`config.mk`:
```
export PLATFORM = sky130hd
export DESIGN_NAME = mem_lsu
export DESIGN_NICKNAME = d
export VERILOG_FILES = /design/src/rtl/mem_lsu.sv
export SDC_FILE = /design/constraint.sdc
export NUM_CORES = 1
export LEC_CHECK = 0
export BUFFER_PORTS_ARGS = -buffer_cell sky130_fd_sc_hd__buf_2
export CORE_MARGIN = 2
export CORE_UTILIZATION = 49
export DETAILED_ROUTE_END_ITERATION = 10
export PLACE_DENSITY = 0.8
export SLEW_MARGIN = 30
export SYNTH_ARGS = -nofsm -noshare
export SYNTH_HDL_FRONTEND = slang
export SYNTH_SLANG_ARGS = --single-unit
```
`constraint.sdc`:
```
create_clock -name clk -period 2.2 [get_ports clk]
set_clock_uncertainty 0.15 [all_clocks]
set_input_delay 0.11 -clock clk [delete_from_list [all_inputs] [get_ports clk]]
set_output_delay 0.11 -clock clk [all_outputs]
set_load 0.01 [all_outputs]
```
`src/rtl/mem_lsu.sv`:
```
// MEM-stage load/store unit: issues byte/half/word accesses on a single-outstanding
// req/ack bus, stalls the pipeline while in flight and registers the write-back triple.
module mem_lsu #(
    parameter int BUS_W          = 32,
    parameter bit ADDR_LSB_CHECK = 1'b1
) (
    input  logic             clk,
    input  logic             rst,
    input  logic             flush,
    input  logic [4:0]       mem_wd,
    input  logic             mem_wreg,
    input  logic [BUS_W-1:0] mem_wdata,
    input  logic [3:0]       mem_op,
    input  logic [BUS_W-1:0] mem_addr,
    input  logic [BUS_W-1:0] mem_sdata,
    output logic             bus_req,
    output logic             bus_we,
    output logic [3:0]       bus_sel,
    output logic [BUS_W-1:0] bus_addr,
    output logic [BUS_W-1:0] bus_wdata,
    input  logic [BUS_W-1:0] bus_rdata,
    input  logic             bus_ack,
    output logic             stall_req,
    output logic             align_err,
    output logic [4:0]       wb_wd,
    output logic             wb_wreg,
    output logic [BUS_W-1:0] wb_wdata
);

    typedef enum logic [1:0] {IDLE, REQ, DONE, DRAIN} state_t;
    typedef enum logic [1:0] {SZ_BYTE, SZ_HALF, SZ_WORD} size_t;

    state_t     state;
    size_t      acc_size, size_q;
    logic       is_load, is_store, is_mem, ld_signed, misaligned, valid_mem;
    logic [1:0] off;
    logic [3:0] sel;
    logic [31:0] wdata_rep;

    logic       load_q, signed_q;
    logic [1:0] off_q;
    logic [31:0] load_data, ext_data;
    logic [7:0]  lane_b;
    logic [15:0] lane_h;

    // NOTE: every always_comb output gets a default first so no path infers a latch.
    always_comb begin
        is_load   = 1'b0;
        is_store  = 1'b0;
        ld_signed = 1'b0;
        acc_size  = SZ_WORD;
        case (mem_op)
            4'd1: begin is_load  = 1'b1; acc_size = SZ_BYTE; ld_signed = 1'b1; end
            4'd2: begin is_load  = 1'b1; acc_size = SZ_BYTE; end
            4'd3: begin is_load  = 1'b1; acc_size = SZ_HALF; ld_signed = 1'b1; end
            4'd4: begin is_load  = 1'b1; acc_size = SZ_HALF; end
            4'd5: begin is_load  = 1'b1; acc_size = SZ_WORD; end
            4'd6: begin is_store = 1'b1; acc_size = SZ_BYTE; end
            4'd7: begin is_store = 1'b1; acc_size = SZ_HALF; end
            4'd8: begin is_store = 1'b1; acc_size = SZ_WORD; end
            default: ;
        endcase
        is_mem     = is_load | is_store;
        misaligned = ADDR_LSB_CHECK && is_mem &&
                     (((acc_size == SZ_HALF) && mem_addr[0]) ||
                      ((acc_size == SZ_WORD) && (mem_addr[1:0] != 2'b00)));
        valid_mem  = is_mem && !misaligned;

        // Without the alignment trap the offending low bits are simply ignored.
        off = mem_addr[1:0];
        if (acc_size == SZ_HALF) off[0] = 1'b0;
        if (acc_size == SZ_WORD) off    = 2'b00;

        sel       = 4'b1111;
        wdata_rep = mem_sdata;
        case (acc_size)
            SZ_BYTE: begin
                sel       = 4'b1000 >> off;
                wdata_rep = {4{mem_sdata[7:0]}};
            end
            SZ_HALF: begin
                sel       = off[1] ? 4'b0011 : 4'b1100;
                wdata_rep = {2{mem_sdata[15:0]}};
            end
            default: ;
        endcase
    end

    // Big-endian lane pick and extension of the returned word.
    always_comb begin
        case (off_q)
            2'd0:    lane_b = bus_rdata[31:24];
            2'd1:    lane_b = bus_rdata[23:16];
            2'd2:    lane_b = bus_rdata[15:8];
            default: lane_b = bus_rdata[7:0];
        endcase
        lane_h = off_q[1] ? bus_rdata[15:0] : bus_rdata[31:16];
        case (size_q)
            SZ_BYTE: ext_data = {{24{signed_q & lane_b[7]}}, lane_b};
            SZ_HALF: ext_data = {{16{signed_q & lane_h[15]}}, lane_h};
            default: ext_data = bus_rdata;
        endcase
    end

    always_comb begin
        stall_req = 1'b0;
        if (!rst) begin
            case (state)
                IDLE:    stall_req = valid_mem && !flush;
                REQ:     stall_req = 1'b1;
                DRAIN:   stall_req = is_mem && !flush;
                default: stall_req = 1'b0;
            endcase
        end
    end

    // NOTE: sequential state uses non-blocking assignments so every register samples pre-edge values.
    always_ff @(posedge clk) begin
        if (rst) begin
            state     <= IDLE;
            bus_req   <= 1'b0;
            bus_we    <= 1'b0;
            bus_sel   <= 4'b0000;
            bus_addr  <= '0;
            bus_wdata <= '0;
            wb_wd     <= 5'd0;
            wb_wreg   <= 1'b0;
            wb_wdata  <= '0;
            align_err <= 1'b0;
            load_q    <= 1'b0;
            signed_q  <= 1'b0;
            size_q    <= SZ_WORD;
            off_q     <= 2'b00;
            load_data <= '0;
        end else begin
            align_err <= 1'b0;
            case (state)
                IDLE: begin
                    if (valid_mem && !flush) begin
                        bus_req   <= 1'b1;
                        bus_we    <= is_store;
                        bus_sel   <= sel;
                        bus_addr  <= {mem_addr[31:2], 2'b00};
                        bus_wdata <= wdata_rep;
                        load_q    <= is_load;
                        signed_q  <= ld_signed;
                        size_q    <= acc_size;
                        off_q     <= off;
                        wb_wreg   <= 1'b0;
                        state     <= REQ;
                    end else begin
                        wb_wd     <= mem_wd;
                        wb_wdata  <= mem_wdata;
                        wb_wreg   <= mem_wreg && !flush && !misaligned;
                        align_err <= misaligned && !flush;
                    end
                end
                REQ: begin
                    wb_wreg <= 1'b0;
                    if (bus_ack) begin
                        bus_req   <= 1'b0;
                        load_data <= ext_data;
                        state     <= flush ? IDLE : DONE;
                    end else if (flush) begin
                        // A request cannot be withdrawn; wait out the ack.
                        state <= DRAIN;
                    end
                end
                DONE: begin
                    wb_wd    <= mem_wd;
                    wb_wdata <= load_data;
                    wb_wreg  <= mem_wreg && load_q && !flush;
                    state    <= IDLE;
                end
                DRAIN: begin
                    wb_wreg <= 1'b0;
                    if (bus_ack) begin
                        bus_req <= 1'b0;
                        state   <= IDLE;
                    end
                end
                default: state <= IDLE;
            endcase
        end
    end

endmodule

```
==> reports/metrics.cfg <==
[outcome]
outcome=complete, no violations

[sta]
hold_ws_ns=0.0341
relSlewSlack=0.649
setup-violations-final=0
fin_ws_ns=0.0557
max_freq_ghz=0.466
worst_pin_slew_ns=0.526
fin_crit_sh=0.975
period_minus_slack_ns=2.14
finalHoldViolCount=0
report.final.slew_viol_count=0
fin_tns_setup_ns=0
rsz0062_at_grt=no

[critical_path]
worst-endpoint-required_ns=1.94
rr_startpoint=state[1]
slowest_delay_ns=0.53
cp.arrival_ns=1.88
path_cells=dlygate4sd3_1, buf_2, mux2i_1, nor2b_1, o32a_2, a2bb2oi_1, nor2_1, buf_2
crit_top_cell=buf_2
startpoint_type=input pin
path_max_fanout=8
slowest_stage=dlygate4sd3_1
path_class=input pin to output port
ff2ff_setup_slack_ns=0.15
critPathCaptureType=output port
reg2reg_depth=6
r2r_end=bus_wdata[11]

[logic_synthesis]
synth-edff-count=0
synth_area_sq_um=6680
ys_seq_area_frac=0.440
synth_ff_type=dfxtp_1
yosysTopAreaCell=dfxtp_1
ys_types=55
synth_seq_cells=147
ys_async_sr_fraction=0
syn_avg_cell_area_sq_um=8.51
yosysWarnings=0
ys_top_cells_by_area=dfxtp_1 (44%), a21oi_1 (5.9%), mux2i_1 (5.8%)
synthesis.instances=785
yosysTopAreaCellShare=0.440

[power]
power.switching_w=0.00194
ir_drop_v=0.000551
power_frac_comb=0.185
power_density_nw_per_um2=718
internal-power_w=0.00536
p_leak_nw=4.59
clkPwrFrac=0.418
total_power_w=0.00730
seq_power_share=0.398
p_sw_frac=0.265

[drt]
drc=0
via_count=7874
dr.pass1.iters=9
drtIter0Drc=1013
routed_wl_um=25900
wl_per_cell_um=19.5
drtAntennaViolNets=0
via_per_inst=5.90

[clock_tree]
clk_latency_ns=0.41
h-tree-depth=4
clock-sinks=147
ctsRootBufferMaster=clkbuf_16
cts_tree=yes
cts_inserted_buffers=17
clock_path_buffers=2
clkSlewWorstSetupHoldPaths_ns=0.05

[placed_design]
gp_congestion=0.884
dp_slack_ns=0.117
io_buffers=249
dp_hpwl_um=14500
dpl_cell_area_sq_um=8170

[global_route]
use_met3=0.107
overflow=0
grt_busiest_layer=met2
grt_pass1_wl_um=40400
grt_antenna_before_repair=1
global_route.usage.total=0.349
grtUsageMet2=0.589
gr-usage-met1=0.391
grt_start_max_net_pins=70
grt_pass1_vias=7941

[die]
die_h_um=121
start_util=0.503
rows=42
core-area_sq_um=13300
io_pins=252
die_w_um=121
die_area_sq_um=14600

[final_layout]
final_common_cell=buf_2
final_cell_mix=buf_2 (248), dfxtp_1 (147), dlygate4sd3_1 (137)
drive_above_1_share=0.303
nets=1287
syn_to_final_growth_pct=52.1
fill_cells=866
design_area_sq_um=10200

[min_path]
whs_path_depth=4
min_from=bus_rdata[7]
holdPathEnd=load_data[7]
hp-class=input pin to register

[flow_run]
max_cap_violations=0

repair_timing:
action                                  in CTS  in global routing
hold endpoints to repair                   138                  0
hold buffers                               137                  0
gates resized for setup                      0                  1
endpoints found under the setup margin       0                  1
buffers inserted                             0                  0
worst max-delay path, delay by kind of cell:
kind | cells | cell delay (ns)
AND/OR/NAND/NOR | 2 | 0.17
AO/OA/AOI/OAI | 2 | 0.60
buffers and inverters | 3 | 0.88
multiplexers | 1 | 0.14
cell usage after synthesis, drive strengths merged, types with 4 or more instances:
cell    number
mux2i       39
a21oi       79
inv          6
a211oi      60
o21ai       55
a32oi        6
a311oi      16
nand2       96
dfxtp      147
nand3       44
mux2         8
o211ai       9
o22ai        6
nor2        68
nor3         4
a221oi      11
clkbuf      50
a222oi       8
buf         32
registers in the layout (all words and copies together), names as in the netlist:
signal / flops
bus_wdata: 32
load_data: 32
wb_wdata: 32
bus_addr: 30
wb_wd: 5
bus_sel: 4
off_q: 2
size_q: 2
state: 2
align_err: 1
bus_req: 1
bus_we: 1
load_q: 1
signed_q: 1
wb_wreg: 1
power by group through the flow:
stage | Sequential (W) | Clock, W | Combinational, W
after floorplan | 0.00301 | 0 | 0.000556
after global placement | 0.00294 | 0 | 0.00107
after detailed placement | 0.00295 | 0 | 0.00109
after CTS | 0.00289 | 0.00308 | 0.00129
after global routing | 0.00292 | 0.00318 | 0.00144
final | 0.00290 | 0.00305 | 0.00135
cell type report:
| cell class | instances | area (sq um) | share of cell area |
|---|---|---|---|
| multi-input cells | 551 | 3360 | 0.331 |
| flip-flops and latches | 147 | 2940 | 0.289 |
| clock buffers | 24 | 502 | 0.0494 |
| repair buffers | 422 | 2990 | 0.294 |
| well taps | 176 | 220 | 0.0217 |
| inverters | 6 | 22.5 | 0.00222 |
| diodes | 1 | 2.50 | 0.000246 |
| clock inverters | 7 | 121 | 0.0119 |
worst max path at each step:
stage | start | to | slack, ns | depth (start not counted)
floorplan | off_q[0] | load_data[16] | 0.24 | 6
global placement | mem_op[1] | wb_wd[3] | 0.17 | 8
detailed placement | mem_op[1] | wb_wdata[6] | 0.12 | 8
CTS | mem_addr[0] | stall_req | 0.05 | 8
global route | mem_addr[0] | stall_req | 0.005 | 8
finish | mem_addr[0] | stall_req | 0.06 | 8
per-stage QoR:
stage	util	instances
finish	0.765	1334
global route	0.765	1334
CTS	0.764	1333
detailed placement	0.614	1165
global placement	0.614	1165
floorplan	-	786
cell families after synthesis:
kind of cell | synth area share
AOI/OAI and AO/OA | 0.270
other | 0.000561
xor gates and xnor gates | 0.00262
and+or+nand+nor | 0.152
buffers and inverters | 0.0592
muxes | 0.0753
DFF | 0.440
layer usage:
metal,wire [um],up-vias
li1,-,3586
met3,2560,114
met5,0,-
met2,12800,568
met1,9360,3606
met4,1280,0
Power figures use the tool's default switching activity.
